`src/rtl/jk_cmd_seq.sv`:
```
// Command sequencer for a downstream JK flip-flop: queues {cmd,len} requests in a
// small FIFO, drives j/k for len+1 cycles each, and shadows the expected q to flag mismatches.
module jk_cmd_seq #(
  parameter int unsigned DEPTH = 4
) (
  input  logic                    clk,
  input  logic                    rst_n,
  input  logic                    cmd_valid,
  input  logic [1:0]              cmd,
  input  logic [3:0]              cmd_len,
  output logic                    cmd_ready,
  output logic                    j,
  output logic                    k,
  input  logic                    q_fb,
  output logic                    q_model,
  output logic                    err,
  input  logic                    err_clr,
  output logic                    busy,
  output logic                    cmd_done,
  output logic [$clog2(DEPTH):0]  fifo_cnt
);

  localparam int unsigned AW = $clog2(DEPTH);
  localparam int unsigned CW = AW + 1;
  localparam int unsigned EW = 6;

  typedef enum logic {IDLE = 1'b0, DRIVE = 1'b1} state_e;

  logic [EW-1:0] mem_q [DEPTH];
  logic [EW-1:0] head;

  state_e        state_q, state_d;
  logic [AW-1:0] wr_ptr_q, wr_ptr_d;
  logic [AW-1:0] rd_ptr_q, rd_ptr_d;
  logic [CW-1:0] cnt_q, cnt_d;
  logic [3:0]    rep_q, rep_d;
  logic          j_q, j_d;
  logic          k_q, k_d;
  logic          q_model_q, q_model_d;
  logic          err_q, err_d;
  logic          ready_q, ready_d;
  logic          busy_q, busy_d;
  logic          done_q, done_d;
  logic          push;
  logic          pop;
  logic          fifo_empty;

  assign head       = mem_q[rd_ptr_q];
  assign fifo_empty = (cnt_q == '0);

  // Next-state: FIFO bookkeeping, drive sequencing and the q shadow model.
  always_comb begin
    push      = cmd_valid && (cnt_q != CW'(DEPTH));
    pop       = 1'b0;
    state_d   = state_q;
    rep_d     = rep_q;
    j_d       = j_q;
    k_d       = k_q;

    unique case (state_q)
      IDLE: begin
        if (!fifo_empty) begin
          pop        = 1'b1;
          {j_d, k_d} = head[5:4];
          rep_d      = head[3:0];
          state_d    = DRIVE;
        end else begin
          {j_d, k_d} = 2'b00;
        end
      end
      DRIVE: begin
        if (rep_q != 4'd0) begin
          rep_d = rep_q - 4'd1;
        end else if (!fifo_empty) begin
          // Back-to-back load keeps the drive contiguous.
          pop        = 1'b1;
          {j_d, k_d} = head[5:4];
          rep_d      = head[3:0];
        end else begin
          {j_d, k_d} = 2'b00;
          state_d    = IDLE;
        end
      end
      default: state_d = IDLE;
    endcase

    wr_ptr_d = push ? (wr_ptr_q + AW'(1)) : wr_ptr_q;
    rd_ptr_d = pop  ? (rd_ptr_q + AW'(1)) : rd_ptr_q;
    cnt_d    = cnt_q + CW'(push) - CW'(pop);

    ready_d  = (cnt_d != CW'(DEPTH));
    busy_d   = (state_d == DRIVE);
    done_d   = (state_d == DRIVE) && (rep_d == 4'd0);

    unique case ({j_q, k_q})
      2'b01:   q_model_d = 1'b0;
      2'b10:   q_model_d = 1'b1;
      2'b11:   q_model_d = ~q_model_q;
      default: q_model_d = q_model_q;
    endcase

    // A mismatch in the same cycle beats a clear.
    if (q_fb != q_model_q) begin
      err_d = 1'b1;
    end else if (err_clr) begin
      err_d = 1'b0;
    end else begin
      err_d = err_q;
    end
  end

  always_ff @(posedge clk or negedge rst_n) begin
    if (!rst_n) begin
      state_q   <= IDLE;
      wr_ptr_q  <= '0;
      rd_ptr_q  <= '0;
      cnt_q     <= '0;
      rep_q     <= '0;
      j_q       <= 1'b0;
      k_q       <= 1'b0;
      q_model_q <= 1'b0;
      err_q     <= 1'b0;
      ready_q   <= 1'b1;
      busy_q    <= 1'b0;
      done_q    <= 1'b0;
    end else begin
      state_q   <= state_d;
      wr_ptr_q  <= wr_ptr_d;
      rd_ptr_q  <= rd_ptr_d;
      cnt_q     <= cnt_d;
      rep_q     <= rep_d;
      j_q       <= j_d;
      k_q       <= k_d;
      q_model_q <= q_model_d;
      err_q     <= err_d;
      ready_q   <= ready_d;
      busy_q    <= busy_d;
      done_q    <= done_d;
    end
  end

  // Storage needs no reset: entries are only read once counted as valid.
  always_ff @(posedge clk) begin
    if (push) begin
      mem_q[wr_ptr_q] <= {cmd, cmd_len};
    end
  end

  assign cmd_ready = ready_q;
  assign j         = j_q;
  assign k         = k_q;
  assign q_model   = q_model_q;
  assign err       = err_q;
  assign busy      = busy_q;
  assign cmd_done  = done_q;
  assign fifo_cnt  = cnt_q;

endmodule

```
`config.mk`:
```
export PLATFORM = sky130hd
export DESIGN_NAME = jk_cmd_seq
export DESIGN_NICKNAME = d
export VERILOG_FILES = /design/src/rtl/jk_cmd_seq.sv
export SDC_FILE = /design/constraint.sdc
export NUM_CORES = 1
export LEC_CHECK = 0
export BUFFER_PORTS_ARGS = -buffer_cell sky130_fd_sc_hd__clkbuf_2
export CORE_UTILIZATION = 55
export DETAILED_ROUTE_END_ITERATION = 16
export PLACE_DENSITY = 0.76
export SETUP_SLACK_MARGIN = 0.05
export SKIP_CTS_REPAIR_TIMING = 1
export SYNTH_ARGS = -nofsm -noshare
export SYNTH_HDL_FRONTEND = slang
export SYNTH_SLANG_ARGS = --single-unit
```
`constraint.sdc`:
```
create_clock -name clk -period 8.3 [get_ports clk]
set_clock_uncertainty 0.05 [all_clocks]
set_input_delay 0 -clock clk [delete_from_list [all_inputs] [get_ports clk]]
set_output_delay 0 -clock clk [all_outputs]
set_load 0.005 [all_outputs]
```
* Word-level counts from Yosys, hierarchy flattened
Memory sizes are Yosys's and may differ from the RTL's.
Cells that the tools add are included.
** Word-level totals
- Bits in registers :: 18
- Logic and storage cells :: 52
- Bits in writable memories :: 24
- Memories kept :: 1
- Bits of input ports :: 11
** Cells by class
- Reduce and logical (&&, ||, !) cells :: 7
- Eq/ne operators :: 7
- Bitwise operators :: 2
- Muxes and demuxes :: 19
- $add $sub $neg :: 5
** Memories
- mem_q :: depth 4, width 6, read ports 1, clocked after memory_dff 0, write ports 1, line 29 : logic [EW-1:0] mem_q [DEPTH];
** Operators by type and width (number)
- $mux 1 :: 11
- $mux 4 :: 2
- $pmux 1 s2 :: 4
- $pmux 4 s2 :: 1
- $ne 3x3->1 const B :: 2
- $add 2x1->2 const B :: 2
- $eq 2x2->1 const B :: 2
- $logic_not 4->1 :: 1
- $reduce_bool 4->1 :: 1
- $sub 4x1->4 const B :: 1
- $add 3x1->3 :: 1
- $logic_not 3->1 :: 1
- $pmux 1 s3 :: 1
- $reduce_bool 3->1 :: 1
- $sub 3x1->3 :: 1
- $eq 2x1->1 const B :: 1
- $logic_and 1x1->1 :: 2
- $ne 2x2->1 const B :: 1
- $not 1->1 :: 2
- $reduce_bool 2->1 :: 1
- $ne 1x1->1 :: 1

* Depth between registers and ports, before layout
Gate-level depths: netlist (run 1).
- Depth in word-level cells :: 6
- Gate-level depth with buffers :: 12

* Worst setup path after synthesis (run 1)
OpenSTA, ideal clock, no wires.
- Path kind :: register to register
- Start point :: register rep_q[0]
- End point :: register ready_q, in the netlist cmd_ready
- Path slack :: 5.683 ns
- Clock period less this slack :: 2.617 ns
- Arrival time :: 2.484 ns
- Stages on the path, launching flop included :: 13
- Setup time :: 0.083 ns
- Path through :: dfrtp_1 inv_1 ha_1 or3b_1 buf_2 a21oi_2 ha_1 inv_1 ha_1 fa_1 xnor2_1 xnor2_1 nand2_1
** Between the ends
- Cells in the longest elaborated chain, start to end :: 5
** Ends and longest elaborated chain
- start, declared :: line 36 : logic [3:0] rep_q, rep_d;
- start signal, assigned :: line 131 : rep_q <= rep_d;
- $reduce_bool 4->1 :: line 72 : if (rep_q != 4'd0) begin
- $mux 1 :: line 72
- $pmux 1 s2 :: line 60 : unique case (state_q)
- named net pop :: line 45 : logic pop;
- $sub 3x1->3 :: line 89 : cnt_d = cnt_q + CW'(push) - CW'(pop);
- named net cnt_d[2] :: line 35 : logic [CW-1:0] cnt_q, cnt_d;
- $ne 3x3->1 :: line 91 : ready_d = (cnt_d != CW'(DEPTH));
- named net ready_d :: line 41 : logic ready_q, ready_d;
- end signal, assigned :: line 136 : ready_q <= ready_d;
- end, declared :: line 41
The timed path passes the listed nets, and every way through them passes these cells.
A chain may end at the register's enable or synchronous reset.

* Worst setup path after layout (run 1)
Ends and elaborated chain as after synthesis.

==> results of run 1 <==
[per-stage QoR]
step	setup slack (ns)	power [mW]	std cells	hold slack (ns)
after global routing	5.24	0.754	199	0.0431
final	5.42	0.703	199	0.0427
after global placement	5.59	0.589	182	-0.0971
after floorplan	5.68	0.529	122	-0.346
after CTS	5.44	0.704	190	-0.487
after detailed placement	5.46	0.603	182	-0.0854
[per-layer routing]
layer  GRT usage  vias up
met5           0        -
li1            -      508
met2       0.311       22
met4      0.0816        0
met1       0.218      519
met3      0.0655        6
[flip-flops by register name (all words and copies together) (netlist names), 2 cells and up]
signal and count:
wr_ptr_q 2, rd_ptr_q 2, mem_q 24, fifo_cnt 3, rep_q 4
[kinds of logic after synthesis]
family / after synthesis / share of synthesized area
flip-flops: 42 / 0.649
multiplexers: 6 / 0.0748
AND/OR/NAND/NOR: 26 / 0.0783
XOR/XNOR: 6 / 0.0291
adder cells (fa/ha/maj): 8 / 0.0596
AO/OA/AOI/OAI: 19 / 0.0762
buffers and inverters: 15 / 0.0326
[area by class of cell]
cell class / instances / area [sq um]
clock buffer: 5 / 37.5
clock inverter: 3 / 20.0
fill: 228 / 987
inverter: 11 / 41.3
multi-input combinational: 65 / 574
sequential: 42 / 1170
tap: 44 / 55.1
timing repair buffer: 29 / 190
[power breakdown]
part	switching, mW	internal (mW)	leakage (nW)
sequential	0.0573	0.291	0.429
clock	0.0670	0.0331	0.0292
combinational	0.124	0.131	0.386
[critical path, stage by stage, from the launching register on]
cell     delay, ns
dfrtp_1       0.41
inv_1         0.11
ha_1          0.19
or3b_1        0.45
a21oi_2       0.36
ha_1          0.18
inv_1         0.04
ha_1          0.19
fa_1          0.38
xnor2_1       0.19
xnor2_1       0.17
nand2_1       0.08
[worst min-delay path by stage]
| stage | startpoint | cells past startpoint | to | slack [ns] |
|---|---|---|---|---|
| after global placement | rst_n | 1 | q_model | -0.1 |
| final | cmd_valid | 4 | wr_ptr_q[1] | 0.04 |
| after CTS | rst_n | 1 | wr_ptr_q[0] | -0.49 |
| after floorplan | rst_n | 0 | busy | -0.35 |
| after global routing | cmd_valid | 3 | wr_ptr_q[0] | 0.04 |
| after detailed placement | rst_n | 1 | q_model | -0.09 |
[synth_stat cells (3+ instances only)]
cell type / count
edfxtp_1: 24
nand2_1: 8
o21ai_0: 4
ha_1: 7
inv_1: 11
nor2_1: 5
a21oi_1: 3
xnor2_1: 5
and2_1: 4
dfrtp_1: 17
mux4_2: 6
[cell usage in the layout, fill, tap and decap left out, types with 2 or more instances in the layout]
| cell type | count |
|---|---|
| a22o_1 | 2 |
| dfrtp_1 | 17 |
| clkbuf_4 | 5 |
| inv_1 | 11 |
| a22oi_1 | 2 |
| xnor2_1 | 5 |
| clkbuf_2 | 20 |
| dlygate4sd3_1 | 9 |
| nor2_1 | 5 |
| o21ai_0 | 4 |
| and2_1 | 4 |
| or3_1 | 2 |
| a21boi_1 | 2 |
| edfxtp_1 | 24 |
| nand2_1 | 8 |
| ha_1 | 7 |
| mux4_2 | 6 |
| a21oi_1 | 3 |
==> impl_metrics.ini, run 1 <==
[yosys]
synth_seq_area_share = 0.649
synth_nets = 141
synth-edff-count = 24
synth_ff_type = edfxtp_1
synth-warning-count = 0
synth_cells = 122
synth_area_per_cell_sq_um = 14.8
synth_area_leader_cell = edfxtp_1
async_flop_share = 0.429
ys_ff_latch = 42
yosys-top-cells-area = edfxtp_1 40%, dfrtp_1 24%, mux4_2 7.5%
ys_types = 34
synth_top_area_frac = 0.399
syn_area_sq_um = 1810

[cts]
htree_levels = 2
cts_root_buffer = clkbuf_4
clkTransAtPathRegs_ns = 0.12
insertion_delay_ns = 0.35
clock-sinks = 42
cts_tree = yes
clock_path_buffers = 2
numCtsBuffers = 5

[drt]
dr_wl_met3_um = 95
drcViolationCount = 0
first_pass_iters = 4
top_layer = met4
drt-total-wl_um = 2920
wl_met1_um = 1220
vias_per_cell = 5.30
drt_iter0_markers = 32
vias = 1055
avgRoutedWirePerCell_um = 14.7
wl_met2_um = 1540
ant_nets = 0

[power_and_ir_drop]
ir_drop_v = 0.000159
powerDensity_nw_per_um2 = 336
leakagePower_nw = 0.843

[flow_run]
maxCapViolations = 0

[global_routing]
grt_max_degree = 19
grt_pass1_vias = 1040
grt_pass1_wl_um = 4510
grt_antenna_before_repair = 0
grt_remaining_overflow = 0
grtUsageTotal = 0.187

[cells_and_area]
area_growth_pct = 15.8
fin_area_sq_um = 2090
drive_gt1_frac = 0.239
post-route-util = 0.679
antenna_cells = 0
final_nets = 173

[sta]
fin_crit_ns = 2.88
slew_headroom = 0.655
setup_viol = 0
fmax_ghz = 0.348
hold_viol = 0
fin_crit_sh = 0.346
tightest_slew_ns = 0.517
finalSetupTns_ns = 0
drv_slew = 0
rsz0062_at_grt = false

[worst_setup_path]
timing.rr.start = rep_q[0]
path_class = reg2reg
worstPathArrival_ns = 3.11
reg2reg_slack_ns = 5.42
worst_setup_path_start_kind = register
timing.rr.end = cmd_ready
crit_fanout = 8
crit_path_end = cmd_ready
crit_start = rep_q[0]
cp.required_ns = 8.53
critPathCaptureType = register
r2r.worst_path.cells = 11

[floorplan]
ioPinCount = 21
row_count = 20
die_h_um = 59.3
die_area_sq_um = 3520
core_area_sq_um = 3080
start_util = 0.587
die_w_um = 59.3

[run_status]
status = complete, no violations

[place]
hpwlAfterDp_um = 1980
io_buffers = 20
routabilityCongestion = 0.852
post_dp_cell_area_sq_um = 1940

[min_path]
hold_path.class = in2reg
Power figures use the tool's default switching activity.
==> run 2: changes to the inputs <==
==> constraint.sdc (replaced) <==
create_clock -name clk -period 2.7 [get_ports clk]
set_clock_uncertainty 0.05 [all_clocks]
set_input_delay 0 -clock clk [delete_from_list [all_inputs] [get_ports clk]]
set_output_delay 0 -clock clk [all_outputs]
set_load 0.005 [all_outputs]
==> run 2 against run 1 <==
Register-to-register slack worse by 5.2 ns. Clock power rose to 3.1 times the previous value. Final area rose by 2.5%. Hold slack improved by 0.014 ns. Combinational power rose to 3.3 times the previous value. Global-route usage fell by 0.40 points. Critical path type unchanged.
==> impl_metrics.ini, run 2 (synthesis results as in run 1) <==
[run_status]
status = complete, no violations

[power_and_ir_drop]
internal-power_mw = 1.45
total_power_mw = 2.24
leakagePower_nw = 0.864
seqPwrFrac = 0.481
power.switching_mw = 0.788
ir_drop_v = 0.000556
switching_share = 0.352
p_comb_frac = 0.381
powerDensity_nw_per_um2 = 1040
clkPwrFrac = 0.138

[drt]
ant_nets = 0
first_pass_iters = 4
avgRoutedWirePerCell_um = 14.1
drcViolationCount = 0
drt-total-wl_um = 2850
vias = 1070
drt_iter0_markers = 31
vias_per_cell = 5.30

[sta]
fin_crit_ns = 2.52
hold_viol = 0
whs_ns = 0.0570
finalSetupTns_ns = 0
fin_crit_sh = 0.932
setup_viol = 0
fmax_ghz = 0.397
drv_slew = 0
slew_headroom = 0.689
tightest_slew_ns = 0.467
rsz0062_at_grt = false
postLayoutSetupSlackWorst_ns = 0.183

[floorplan]
die_w_um = 59.3
die_area_sq_um = 3520
row_count = 20
core_area_sq_um = 3080
start_util = 0.587
die_h_um = 59.3
ioPinCount = 21

[worst_setup_path]
worst_setup_path_start_kind = register
cp.required_ns = 2.93
path_cells = inv_1 -> ha_4 -> or3b_4 -> a21oi_2 -> ha_1 -> inv_1 -> ha_1 -> fa_2 -> xnor2_2 -> xnor2_1 -> nand2_1
timing.rr.start = rep_q[0]
path_class = reg2reg
crit_start = rep_q[0]
cp_top_family = adder cells
critPathCaptureType = register
cp_num_buf_inv = 2
slowest_stage = dfrtp_1
crit_path_end = cmd_ready
critical_path_cell_count = 11
cpPeakStageDelay_ns = 0.41
timing.rr.end = cmd_ready
crit_fanout = 5
r2r.worst_path.cells = 11
reg2reg_slack_ns = 0.18
worstPathArrival_ns = 2.74

[global_routing]
grtUsageMet1 = 0.210
grt_pass1_wl_um = 4510
grt_use_met3 = 0.0742
busiest_layer = met2
grt_remaining_overflow = 0
grt_antenna_before_repair = 0
grtUsageTotal = 0.183
grt_pass1_vias = 1053
grt_max_degree = 19
use_met2 = 0.308

[place]
post_dp_cell_area_sq_um = 1960
routabilityCongestion = 0.887
dp_slack_ns = 0.0579
dp.cells = 184
hpwlAfterDp_um = 2110
io_buffers = 20

[cts]
insertion_delay_ns = 0.35
clock-sinks = 42
htree_levels = 2
numCtsBuffers = 5
cts_root_buffer = clkbuf_4
clkTransAtPathRegs_ns = 0.12
clock_path_buffers = 2
cts_tree = yes

[cells_and_area]
instances_no_fill = 202
antenna_cells = 0
area_growth_pct = 18.6
top_register = mem_q
drive_gt1_frac = 0.285
mostFrequentLayoutCell = edfxtp_1
post-route-util = 0.696
mostFrequentLayoutCells = 24 x edfxtp_1, 20 x clkbuf_2, 17 x dfrtp_1
fin_area_sq_um = 2140
final_nets = 176
largest_reg_flops = 24

[min_path]
hold_path.class = in2async

[flow_run]
maxCapViolations = 0
[run 2: cell count changes in the layout (fill, tap and decap cells not counted), sizes merged]
cell | before | now
clkinv | 1 | 0
clkinvlp | 1 | 2
buf | 0 | 3
[run 2: power groups by stage]
| stage | sequential, mW | combinational, mW | clock (mW) |
|---|---|---|---|
| 6_report | 1.07 | 0.853 | 0.309 |
| 5_1_grt | 1.11 | 0.963 | 0.339 |
| 4_1_cts | 1.08 | 0.790 | 0.316 |
| 3_5_place_dp | 1.09 | 0.791 | 0 |
| 3_3_place_gp | 1.08 | 0.743 | 0 |
| 2_1_floorplan | 1.01 | 0.615 | 0 |
[run 2: worst min-delay path by stage]
stage                from          end  depth (start not counted)
finish              rst_n  wr_ptr_q[1]                          2
floorplan           rst_n         busy                          0
global route        rst_n  wr_ptr_q[1]                          2
detailed placement  rst_n     cmd_done                          1
global placement    rst_n      q_model                          1
CTS                 rst_n     cmd_done                          1
[run 2: worst register-to-register path: cells and delay by family, from the launching register on]
kind            cells  cell delay [ns]
fa+ha+maj           4             0.83
simple gates        2             0.49
flops               1             0.41
xor+xnor            2             0.34
buf+inv             2             0.16
compound gates      1             0.16
[run 2: final cells by class]
type | count | area [sq um]
Clock buffer | 5 | 37.5
Inverter | 11 | 41.3
Tap cell | 44 | 55.1
Fill cell | 207 | 936
Timing Repair Buffer | 32 | 213
Multi-Input combinational cell | 65 | 599
Clock inverter | 3 | 23.8
Sequential cell | 42 | 1170
[run 2: layer usage]
layer,vias to the layer above,share of wire
met5,-,0
met4,0,0.0028
met3,2,0.049
met2,24,0.55
met1,526,0.40
li1,518,-
